File: src/rtl/ual_pkg.sv
// rtl/ual_pkg.sv - opcode constants and FSM state type for the UAL_MC arithmetic/logic unit
package ual_pkg;

  localparam logic [2:0] OP_NOR  = 3'b000;
  localparam logic [2:0] OP_AND  = 3'b001;
  localparam logic [2:0] OP_ADD  = 3'b010;
  localparam logic [2:0] OP_SUB  = 3'b011;
  localparam logic [2:0] OP_XOR  = 3'b100;
  localparam logic [2:0] OP_RSV5 = 3'b101;
  localparam logic [2:0] OP_MUL  = 3'b110;
  localparam logic [2:0] OP_RSV7 = 3'b111;

  typedef enum logic {
    ST_IDLE = 1'b0,
    ST_MUL  = 1'b1
  } ual_state_t;

endpackage

File: src/rtl/ual_mul_seq.sv
// rtl/ual_mul_seq.sv - shift-add multiply datapath: operand registers, accumulator, step counter
module ual_mul_seq #(
  parameter int WIDTH = 16
) (
  input  logic               clk,
  input  logic               reset,
  input  logic               load,
  input  logic               step,
  input  logic [WIDTH-1:0]   r1,
  input  logic [WIDTH-1:0]   accu,
  output logic [2*WIDTH-1:0] product_nxt,
  output logic               last
);

  localparam int CW = $clog2(WIDTH + 1);

  logic [2*WIDTH-1:0] mcand;
  logic [WIDTH-1:0]   mplier;
  logic [2*WIDTH-1:0] acc;
  logic [CW-1:0]      cnt;

  // The value the accumulator takes on this step; on the final step it is the full product.
  assign product_nxt = acc + (mplier[0] ? mcand : '0);
  assign last        = (cnt == CW'(WIDTH - 1));

  always_ff @(posedge clk or posedge reset) begin
    if (reset) begin
      mcand  <= '0;
      mplier <= '0;
      acc    <= '0;
      cnt    <= '0;
    end else if (load) begin
      mcand  <= {{WIDTH{1'b0}}, r1};
      mplier <= accu;
      acc    <= '0;
      cnt    <= '0;
    end else if (step) begin
      acc    <= product_nxt;
      mcand  <= mcand << 1;
      mplier <= mplier >> 1;
      cnt    <= cnt + CW'(1);
    end
  end

endmodule

File: src/rtl/ual_mc.sv
// rtl/ual_mc.sv - arithmetic/logic unit with single-cycle ops and a multi-cycle shift-add multiply
module ual_mc
  import ual_pkg::*;
#(
  parameter int WIDTH  = 16,
  parameter bit MUL_EN = 1
) (
  input  logic             clk,
  input  logic             reset,
  input  logic             CE,
  input  logic             start,
  input  logic [2:0]       sel_UAL,
  input  logic [WIDTH-1:0] DATA_R1,
  input  logic [WIDTH-1:0] DATA_ACCU,
  output logic [WIDTH-1:0] DATA_OUT,
  output logic             carry,
  output logic             zero,
  output logic             busy,
  output logic             done
);

  ual_state_t state, state_nxt;

  logic               is_mul_op;
  logic               accept;
  logic               load;
  logic               alu_done;
  logic               step;
  logic               mul_done;
  logic               mul_last;
  logic [2*WIDTH-1:0] mul_product;

  logic [WIDTH:0]     ext_r1;
  logic [WIDTH:0]     ext_accu;
  logic [WIDTH:0]     alu_wide;
  logic [WIDTH-1:0]   alu_res;
  logic               alu_carry;

  assign is_mul_op = MUL_EN && (sel_UAL == OP_MUL);
  assign accept    = (state == ST_IDLE) && CE && start;
  assign alu_done  = accept && !is_mul_op;
  assign mul_done  = step && mul_last;

  generate
    if (MUL_EN) begin : g_mul
      ual_mul_seq #(.WIDTH(WIDTH)) u_mul_seq (
        .clk         (clk),
        .reset       (reset),
        .load        (load),
        .step        (step),
        .r1          (DATA_R1),
        .accu        (DATA_ACCU),
        .product_nxt (mul_product),
        .last        (mul_last)
      );
    end else begin : g_no_mul
      assign mul_product = '0;
      assign mul_last    = 1'b0;
    end
  endgenerate

  always_ff @(posedge clk or posedge reset) begin
    if (reset) begin
      state <= ST_IDLE;
    end else begin
      state <= state_nxt;
    end
  end

  always_comb begin
    state_nxt = state;
    case (state)
      ST_IDLE: if (accept && is_mul_op) state_nxt = ST_MUL;
      ST_MUL:  if (mul_done) state_nxt = ST_IDLE;
      default: state_nxt = ST_IDLE;
    endcase
  end

  always_comb begin
    busy = (state == ST_MUL);
    load = accept && is_mul_op;
    step = (state == ST_MUL) && CE;
  end

  // Operands widened by one bit so the carry of ADD and the borrow of SUB both land in bit WIDTH.
  always_comb begin
    ext_r1    = {1'b0, DATA_R1};
    ext_accu  = {1'b0, DATA_ACCU};
    alu_wide  = '0;
    alu_carry = 1'b0;
    case (sel_UAL)
      OP_NOR: alu_wide = {1'b0, ~(DATA_R1 | DATA_ACCU)};
      OP_AND: alu_wide = {1'b0, DATA_R1 & DATA_ACCU};
      OP_ADD: begin
        alu_wide  = ext_r1 + ext_accu;
        alu_carry = alu_wide[WIDTH];
      end
      OP_SUB: begin
        alu_wide  = ext_accu - ext_r1;
        alu_carry = alu_wide[WIDTH];
      end
      OP_XOR: alu_wide = {1'b0, DATA_R1 ^ DATA_ACCU};
      default: alu_wide = '0;
    endcase
    alu_res = alu_wide[WIDTH-1:0];
  end

  always_ff @(posedge clk or posedge reset) begin
    if (reset) begin
      DATA_OUT <= '0;
      carry    <= 1'b0;
      zero     <= 1'b0;
      done     <= 1'b0;
    end else begin
      // Both completion sources require CE, so a pending pulse always drops after one cycle.
      done <= alu_done || mul_done;
      if (alu_done) begin
        DATA_OUT <= alu_res;
        carry    <= alu_carry;
        zero     <= (alu_res == '0);
      end else if (mul_done) begin
        DATA_OUT <= mul_product[WIDTH-1:0];
        carry    <= |mul_product[2*WIDTH-1:WIDTH];
        zero     <= (mul_product[WIDTH-1:0] == '0);
      end
    end
  end

endmodule

File: config.mk
export PLATFORM = sky130hd
export DESIGN_NAME = ual_mc
export DESIGN_NICKNAME = d
export VERILOG_FILES = /design/src/rtl/ual_pkg.sv /design/src/rtl/ual_mul_seq.sv /design/src/rtl/ual_mc.sv
export SDC_FILE = /design/constraint.sdc
export NUM_CORES = 1
export LEC_CHECK = 0
export CAP_MARGIN = 40
export CORE_MARGIN = 1
export CORE_UTILIZATION = 50
export CTS_BUF_LIST = sky130_fd_sc_hd__clkbuf_16
export DETAILED_ROUTE_END_ITERATION = 8
export GPL_ROUTABILITY_DRIVEN = 0
export PLACE_DENSITY = 0.74
export RECOVER_POWER = 50
export SLEW_MARGIN = 20
export SYNTH_ARGS = -nofsm -noshare
export SYNTH_HDL_FRONTEND = slang
export SYNTH_SLANG_ARGS = --single-unit
File: constraint.sdc
create_clock -name clk -period 7.4 [get_ports clk]
set_input_delay 1.11 -clock clk [delete_from_list [all_inputs] [get_ports clk]]
set_output_delay 1.11 -clock clk [all_outputs]
set_load 0.02 [all_outputs]
After elaboration in Yosys (flattened, before gate mapping)
Cells that the tools add are included.
{ "totals": {"register_bits": 105, "in_bits": 39, "out_inout_bits": 20} }
{ "op_classes": {"n_addsub": 4, "eq_ne": 6, "mux": 20, "bitwise": 5, "n_reduce_logical": 14} }
{ "op_table": {"columns": ["op", "count"], "rows": [
  ["$mux W32", 5],
  ["$pmux W16 S5", 1],
  ["$mux W16", 4],
  ["$add A32 B32 Y32", 1],
  ["$logic_not A16 Y1", 2],
  ["$add A16 B16 Y17", 1],
  ["$sub A16 B16 Y17", 1],
  ["$and A16 B16 Y16", 1],
  ["$not A16 Y16", 1],
  ["$or A16 B16 Y16", 1],
  ["$reduce_or A16 Y1", 1],
  ["$xor A16 B16 Y16", 1],
  ["$mux W5", 2],
  ["$eq A3 B2 Y1 const B", 2],
  ["$eq A3 B3 Y1 const B", 2],
  ["$logic_and A1 B1 Y1", 6],
  ["$mux W1", 6],
  ["$add A5 B1 Y5 const B", 1],
  ["$eq A5 B4 Y1 const B", 1],
  ["$pmux W1 S2", 2],
  ["$reduce_bool A2 Y1", 2],
  ["$eq A3 B1 Y1 const B", 1],
  ["$logic_not A3 Y1", 1],
  ["$logic_not A1 Y1", 1],
  ["other kinds (2)", 2]
]} }

Logic depth before layout (Yosys ltp)
Gate-level depths: netlist (run 1).
{ "depth": {"word_depth": 6, "ltp_mapped": 14, "mapped_depth_nobuf": 14} }

Modules after synthesis
A second synthesis (run 1) with hierarchy kept.
{ "unflattened": {"hier_cells": 1139, "hier_area_um2": 9541.7} }
{ "by_module_without_submodules": {"columns": ["mod", "n_inst", "cells_per_inst", "area_per_inst_um2"], "rows": [
  ["ual_mul_seq", 1, 661, 5919.4],
  ["ual_mc", 1, 478, 3622.2]
]} }

Least setup slack after synthesis (run 1)
No wires, ideal clock.
{ "synth_path": {"path_type": "input -> register", "start": "input DATA_R1[0]", "end": "register zero", "setup_time_ps": 92, "t_arrival_ps": 3551, "required_ps": 7308, "slack_ps": 3757, "cell_stages": 13, "n_path_buf": 0, "cell_sequence": "ha_1 > inv_1 > fa_1 > nand2b_1 > a21oi_1 > nor3b_2 > o31a_1 > o31a_1 > o2111ai_1 > xor2_1 > a211oi_1 > nand4_1 > o31ai_2"} }
{ "synth_between": {"elab_chain_len": 5} }
{ "synth_lines": {"columns": ["item", "line", "rtl"], "rows": [
  ["start: declaration", "ual_mc.sv:13", "input logic [WIDTH-1:0] DATA_R1,"],
  ["branches (longest 2 deep; another with $sub A16 B16 Y17)", null, null],
  ["$pmux W16 S5 (*)", "ual_mc.sv:91", "case (sel_UAL)"],
  ["$logic_not A16 Y1 (*)", "ual_mc.sv:120", "zero <= (alu_res == '0);"],
  ["$mux W1 (*)", "ual_mc.sv:117", "if (alu_done) begin"],
  ["end signal: assignment", "ual_mc.sv:120", null],
  ["end signal: assignment", "ual_mc.sv:124", "zero <= (mul_product[WIDTH-1:0] == '0);"],
  ["end: declaration", "ual_mc.sv:17", "output logic zero,"]
]} }
Mark *: on every way between the ends.
A chain may end at the register's enable or synchronous reset.

Worst setup path after layout (run 1)
{ "layout_path": {"start": "input DATA_ACCU[0]", "end": "register zero"} }
{ "layout_between": {"elab_chain_len": 5} }
{ "layout_lines": {"columns": ["item", "line", "rtl"], "rows": [
  ["start: declaration", "ual_mc.sv:14", "input logic [WIDTH-1:0] DATA_ACCU,"],
  ["branches (longest 2 deep; another with $sub A16 B16 Y17)", null, null],
  ["$pmux W16 S5 (*)", "ual_mc.sv:91", null],
  ["$logic_not A16 Y1 (*)", "ual_mc.sv:120", null],
  ["$mux W1 (*)", "ual_mc.sv:117", null]
]} }
Marks and branches as above.

==> impl_metrics.csv, run 1 <==
group,metric,value,unit
hold_path,holdPathStages,2,
floorplanning,dieArea,0.0177,mm2
layout,syn2layout_area_growth,12.6,%
sta,setup_viol,0,
route,drc_errors,0,
placed_design,dp_slack,2.86,ns
layout,final_cells,1312,
layout,final_common_cell,"nand2_1",
grt,busiest_layer,"met1",
layout,stdcell_area,0.00969,mm2
sta,worst_pin_slew,1.99,ns
grt,grt_overflow,0,
route,drt_wl_total,23.2,mm
worst_setup_path,path_common_cell,"o31a_1",
logic_synthesis,synth_nets,1190,
logic_synthesis,syn_inst,1066,
placed_design,port_buffers,58,
grt,gr-usage-met1,39.8,%
clock_network,clk_pin_slew,0.08,ns
layout,drive_gt1_share,5.13,%
hold_path,hp-class,"reg -> reg",
clock_network,cts.sinks,105,
floorplanning,io_pins,59,
worst_setup_path,path_cells,"clkdlybuf4s50_1, ha_1, inv_1, fa_1, nand2b_1, a21oi_1, nor3b_2, o31a_1, o31a_1, o2111ai_1, xor2_1, a211oi_1, nand4_1, o31ai_2",
floorplanning,die_x,133,um
outcome,run_status,"finished, violations left",
logic_synthesis,synth_cell_types,78,
logic_synthesis,ys_warn_count,0,
hold_path,hold_path_end,"g_mul.u_mul_seq.mplier[9]$_DFFE_PP0P_",
placed_design,dp.cells,1295,
logic_synthesis,syn_area_per_cell,8.07,um2
sta,rsz0062_at_grt,"false",
outcome,violations,"max-capacitance violations, max-slew violations",
route,antenna_left,0,
clock_network,insertion_delay,0.37,ns
floorplanning,initial_core_util,51.5,%
placed_design,dpl_cell_area,0.00935,mm2
sta,max_freq,238,MHz
worst_setup_path,r2r_slack,3.73,ns
grt,grt_usage,26.7,%
hold_path,hp-start,"g_mul.u_mul_seq.mplier[9]$_DFFE_PP0P_",
placed_design,post-dp-hpwl,17.2,mm
clock_network,cts_tree,"yes",
worst_setup_path,worst_path_max_delay_cell,"clkdlybuf4s50_1",
worst_setup_path,cp_slowest_stage_delay,0.59,ns
clock_network,htree_levels,3,
power_and_ir_drop,p_leak,4.52,nW
worst_setup_path,cp_max_fo,4,
grt,use_met3,4.49,%
sta,hold_violations,0,
floorplanning,core_area,0.0167,mm2
route,wire_per_inst,17.7,um
route,drt_first_pass_iters,5,
route,num_vias,7899,
route,vias_per_cell,6.02,
flow_run,drv_cap,1,
grt,grt_max_degree,65,
logic_synthesis,synthesis.area,0.00861,mm2
worst_setup_path,critPathLaunchType,"primary input",
sta,finClkSkew,0.0102,ns
floorplanning,rows,47,
layout,nets,1211,
sta,post-route-period-util,56.7,%
logic_synthesis,yosysSeqAreaShare,30.5,%
logic_synthesis,synth-edff-count,0,
grt,grt_pass1_wl,37.7,mm
logic_synthesis,yosys_register_bits,105,
layout,final.fill_count,1498,
sta,relSlewSlack,-33.4,%
worst_setup_path,startpoint,"DATA_ACCU[0]",
power_and_ir_drop,p_per_area,256,mW/mm2
sta,setup_slack,3.20,ns
worst_setup_path,reg2reg_depth,13,
worst_setup_path,critPathArrivalTime,4.48,ns
worst_setup_path,required,7.68,ns
grt,grt_pass1_vias,7278,
worst_setup_path,cp-end-kind,"flip-flop",
clock_network,hold_buffers,0,
clock_network,numCtsBuffers,9,
layout,antenna_cells,0,
clock_network,cts.repair.resized,0,
route,drt-initial-drc-count,757,
sta,period_minus_slack,4.20,ns
worst_setup_path,worstSetupPathType,"in -> reg",
floorplanning,dieHeight,133,um
worst_setup_path,reg2reg_from,"g_mul.u_mul_seq.mplier[0]$_DFFE_PP0P_",
clock_network,cts.path.max_buffers,2,
sta,finalSetupTns,0,ns
worst_setup_path,worstReg2RegEnd,"carry$_DFFE_PP0P_",
sta,final_max_slew_viol_count,43,
power_and_ir_drop,finalPower,2.48,mW
power_and_ir_drop,vdd.ir_drop.worst,0.161,mV
grt,use_met2,39.6,%
logic_synthesis,synth-main-ff-cell,"dfrtp_1",
layout,most-common-layout-cells,"189 x nand2_1, 105 x dfrtp_1, 88 x a21oi_1",
clock_network,root_buffer,"clkbuf_16",
grt,antenna_found_initial,0,
clock_network,post_cts_buffers,0,
logic_synthesis,async_flop_share,100,%
critical path, delay by kind of cell:
family	cells	cell delay (ns)
XOR/XNOR	1	0.12
adder cells (fa/ha/maj)	2	0.65
buffers and inverters	2	0.67
AND/OR/NAND/NOR	3	0.41
AO/OA/AOI/OAI	6	1.53
metrics by stage:
step | util [%] | hold slack, ns
after floorplan | - | 0.447
after global placement | 55.5 | 0.459
after detailed placement | 56.0 | 0.464
after CTS | 57.9 | 0.482
after global routing | 58.0 | 0.502
final | 58.0 | 0.479
registers in the layout (all words and copies together) (netlist names):
signal                  flops
zero                        1
DATA_OUT                   16
g_mul.u_mul_seq.cnt         5
g_mul.u_mul_seq.mplier     16
busy                        1
g_mul.u_mul_seq.acc        32
done                        1
carry                       1
g_mul.u_mul_seq.mcand      32
where the power goes:
| part | leakage (nW) | internal, mW | switching, mW |
|---|---|---|---|
| combinational | 2.96 | 0.405 | 0.627 |
| clock | 0.147 | 0.270 | 0.245 |
| sequential | 1.41 | 0.774 | 0.162 |
cells in the mapped netlist (4+ instances only):
| cell type | count | area (um2) |
|---|---|---|
| a211oi_1 | 11 | 82.6 |
| o21ai_0 | 38 | 190 |
| o21ai_1 | 13 | 65.1 |
| buf_1 | 5 | 18.8 |
| nand2_1 | 190 | 713 |
| o211ai_1 | 7 | 52.6 |
| xnor2_1 | 27 | 236 |
| a21o_1 | 19 | 143 |
| mux2i_1 | 21 | 210 |
| a221o_1 | 5 | 50.1 |
| o21bai_1 | 4 | 30.0 |
| a31oi_1 | 15 | 93.8 |
| o221ai_1 | 5 | 43.8 |
| buf_2 | 16 | 80.1 |
| nand2b_1 | 10 | 62.6 |
| dfrtp_1 | 105 | 2630 |
| o22ai_1 | 29 | 181 |
| clkbuf_1 | 38 | 143 |
| nor2b_1 | 10 | 62.6 |
| nand3_1 | 14 | 70.1 |
| inv_1 | 52 | 195 |
| a22oi_1 | 36 | 270 |
| xor2_1 | 16 | 140 |
| nand4_1 | 13 | 81.3 |
| and2_1 | 35 | 219 |
| nor2_1 | 68 | 255 |
| and3_1 | 4 | 25.0 |
| ha_1 | 82 | 1030 |
| nor3_1 | 14 | 70.1 |
| a21oi_1 | 88 | 440 |
cell type report:
class | instances | area, um2 | area share, %
multi-input cells | 844 | 5520 | 57.0
flip-flops and latches | 105 | 2630 | 27.1
repair buffers | 72 | 741 | 7.64
well taps | 220 | 275 | 2.84
clock buffers | 9 | 225 | 2.32
inverters | 55 | 208 | 2.14
clock inverters | 7 | 90.1 | 0.930
cell families (layout without fill, tap and decap cells):
family	after synthesis	in the layout	synth area share (%)
multiplexers	23	23	2.70
AND/OR/NAND/NOR	385	385	20.7
adder cells (fa/ha/maj)	85	85	12.6
buffers and inverters	117	143	5.47
XOR/XNOR	43	43	4.38
AO/OA/AOI/OAI	308	308	23.7
flip-flops	105	105	30.5
routing by layer:
metal	vias up	part of all wire, %
met5	-	0
met4	0	1.9
met3	36	7.2
met2	298	43
met1	3759	48
li1	3806	-
how the worst max path moves through the flow:
stage / endpoint / slack [ns] / depth (start not counted)
4_1_cts: zero$_DFFE_PP0P_ / 3.23 / 14
6_report: zero$_DFFE_PP0P_ / 3.20 / 14
5_1_grt: zero$_DFFE_PP0P_ / 2.95 / 14
3_3_place_gp: zero$_DFFE_PP0P_ / 2.92 / 14
2_1_floorplan: DATA_OUT[0]$_DFFE_PP0P_ / 3.53 / 1
3_5_place_dp: zero$_DFFE_PP0P_ / 2.86 / 14
Power figures use the tool's default switching activity.
==> run 2, diff against run 1 <==
Settings changed: PLACE_DENSITY 0.74 to 0.77.
Clock period 7.4 ns to 3.5 ns, I/O delays scaled along.
==> run 2 against run 1 <==
  * The run still ends with max-capacitance violations, max-slew violations left
  * Critical path depth is 1 higher
  * Register-to-register slack worse by 3.7 ns
  * Combinational power is 140% higher
  * Worst setup slack worse by 3.2 ns
  * Worst hold slack worse by 0.00057 ns
  * Clock power is 100% higher
  * Sequential share of layout area is 2.1 points lower
  * Non-clock buffer count is 85 higher
  * Clock skew is 0.0042 ns lower
  * Global-route usage is 0.91 points higher
==> impl_metrics.csv, run 2 (same netlist as run 1, synthesis figures left out) <==
group,metric,value,unit
clock_network,cts.path.max_buffers,2,
sta,period_minus_slack,3.45,ns
floorplanning,die_x,133,um
hold_path,hp-start,"g_mul.u_mul_seq.mplier[11]$_DFFE_PP0P_",
sta,post-route-period-util,98.6,%
layout,most-common-layout-cells,"189 x nand2_1, 105 x dfrtp_1, 93 x buf_4",
placed_design,dp_slack,-0.325,ns
flow_run,drv_cap,1,
sta,setup_slack,0.0486,ns
clock_network,root_buffer,"clkbuf_16",
sta,finClkSkew,0.00595,ns
grt,grt_usage,27.6,%
worst_setup_path,critPathArrivalTime,3.70,ns
layout,drive_gt1_share,14.3,%
route,top_layer_used,"met4",
route,drt-initial-drc-count,710,
route,wire_per_inst,17.7,um
route,met1_length,11.1,mm
route,drt_first_pass_iters,6,
outcome,violations,"max-capacitance violations, max-slew violations",
worst_setup_path,worst_path_max_delay_cell,"dfrtp_1",
layout,nets,1296,
layout,final_cells,1397,
clock_network,insertion_delay,0.36,ns
placed_design,dp.cells,1376,
worst_setup_path,cp_max_fo,31,
floorplanning,io_pins,59,
layout,fin_util,63.0,%
route,drc_errors,0,
layout,final_common_cell,"nand2_1",
layout,syn2layout_area_growth,22.2,%
clock_network,clk_pin_slew,0.07,ns
worst_setup_path,reg2reg_from,"g_mul.u_mul_seq.mplier[0]$_DFFE_PP0P_",
worst_setup_path,worstReg2RegEnd,"carry$_DFFE_PP0P_",
hold_path,hp-class,"reg -> reg",
grt,grt_max_degree,106,
worst_setup_path,critPathLaunchType,"flip-flop",
grt,grt_pass1_wl,39.3,mm
route,drt_wl_total,24.7,mm
grt,antenna_found_initial,0,
worst_setup_path,required,3.75,ns
placed_design,post-dp-hpwl,17.9,mm
sta,hold_violations,0,
placed_design,port_buffers,58,
layout,stdcell_area,0.0105,mm2
sta,worst_pin_slew,2.36,ns
sta,rsz0062_at_grt,"true",
power_and_ir_drop,p_leak,4.96,nW
floorplanning,core_area,0.0167,mm2
floorplanning,initial_core_util,51.5,%
sta,max_freq,290,MHz
floorplanning,rows,47,
worst_setup_path,cp-endpoint,"carry$_DFFE_PP0P_",
layout,top_regs,"g_mul.u_mul_seq.acc x32, g_mul.u_mul_seq.mcand x32",
worst_setup_path,cp-end-kind,"flip-flop",
route,num_vias,8441,
worst_setup_path,worstSetupPathType,"reg -> reg",
placed_design,dpl_cell_area,0.0100,mm2
power_and_ir_drop,finalPower,5.56,mW
route,vias_per_cell,6.04,
route,antenna_left,0,
route,wl_met3,2.14,mm
floorplanning,dieArea,0.0177,mm2
worst_setup_path,r2r_slack,0.05,ns
power_and_ir_drop,vdd.ir_drop.worst,0.322,mV
layout,antenna_cells,0,
worst_setup_path,path_cells,"buf_12, and2_1, ha_4, buf_4, a21o_1, a31oi_1, o2bb2ai_1, nor3_1, nor2_1, a21boi_1, xor2_1, nand4_1, nor4b_2, buf_4, a21oi_2",
floorplanning,dieHeight,133,um
clock_network,htree_levels,3,
grt,grt_overflow,0,
power_and_ir_drop,p_per_area,529,mW/mm2
worst_setup_path,startpoint,"g_mul.u_mul_seq.mplier[0]$_DFFE_PP0P_",
worst_setup_path,path_common_cell,"buf_4",
outcome,run_status,"finished, violations left",
grt,grt_pass1_vias,7740,
sta,finalSetupTns,0,ns
worst_setup_path,reg2reg_depth,15,
clock_network,cts.sinks,105,
sta,setup_viol,0,
route,met2WireLength,10.8,mm
worst_setup_path,cp_slowest_stage_delay,0.40,ns
sta,worst_hold_slack,0.478,ns
sta,relSlewSlack,-57.0,%
clock_network,numCtsBuffers,9,
sta,final_max_slew_viol_count,106,
clock_network,cts_tree,"yes",
run 2: cell count changes in the layout (fill, tap and decap cells not counted), moves of 4 or more:
cell      before  now
ha_1          82   73
buf_12         0    5
a211oi_1      11    7
a211oi_2       1    5
ha_4           0    7
buf_4          8   93
run 2: layout make-up:
| type | count | area (um2) |
|---|---|---|
| Tap cell | 220 | 275 |
| Clock inverter | 7 | 70.1 |
| Timing Repair Buffer | 157 | 1390 |
| Sequential cell | 105 | 2630 |
| Inverter | 55 | 208 |
| Fill cell | 1418 | 6190 |
| Clock buffer | 9 | 225 |
| Multi-Input combinational cell | 844 | 5720 |
run 2: power by group:
group | total [mW] | internal [mW] | switching (mW) | leakage [nW]
combinational | 2.52 | 1.09 | 1.43 | 3.40
clock | 1.05 | 0.557 | 0.497 | 0.147
sequential | 1.99 | 1.64 | 0.348 | 1.41
total | 5.56 | 3.29 | 2.28 | 4.96
run 2: how the worst min path moves through the flow:
stage                                                         to  cells after the start  slack (ns)
final                     g_mul.u_mul_seq.mplier[11]$_DFFE_PP0P_                      2        0.48
after global routing       g_mul.u_mul_seq.mplier[7]$_DFFE_PP0P_                      2        0.50
after CTS                 g_mul.u_mul_seq.mplier[11]$_DFFE_PP0P_                      2        0.48
after detailed placement  g_mul.u_mul_seq.mplier[11]$_DFFE_PP0P_                      2        0.46
after global placement     g_mul.u_mul_seq.mplier[4]$_DFFE_PP0P_                      2        0.46
after floorplan           g_mul.u_mul_seq.mplier[10]$_DFFE_PP0P_                      2        0.45
run 2: routing by layer:
metal  vias to the layer above  track usage, %
met5                         -               0
met4                         0            9.66
met3                        50            6.01
met2                       407            41.1
met1                      4014            39.5
li1                       3970               -
run 2: critical path: cells and delay by family (launching register included):
kind                       cells  cell delay, ns
buffers and inverters          3            0.51
AOI/OAI and AO/OA              5            0.83
adders and majority gates      1            0.25
xor gates and xnor gates       1            0.23
and+or+nand+nor                5            1.10
DFF                            1            0.40
run 2: timing repair:
action                                  CTS  global route
endpoints found under the setup margin    1             6
pin swaps                                 0            14
hold buffers                              0             0
buffers inserted                          0             5
resized for setup                         2            34
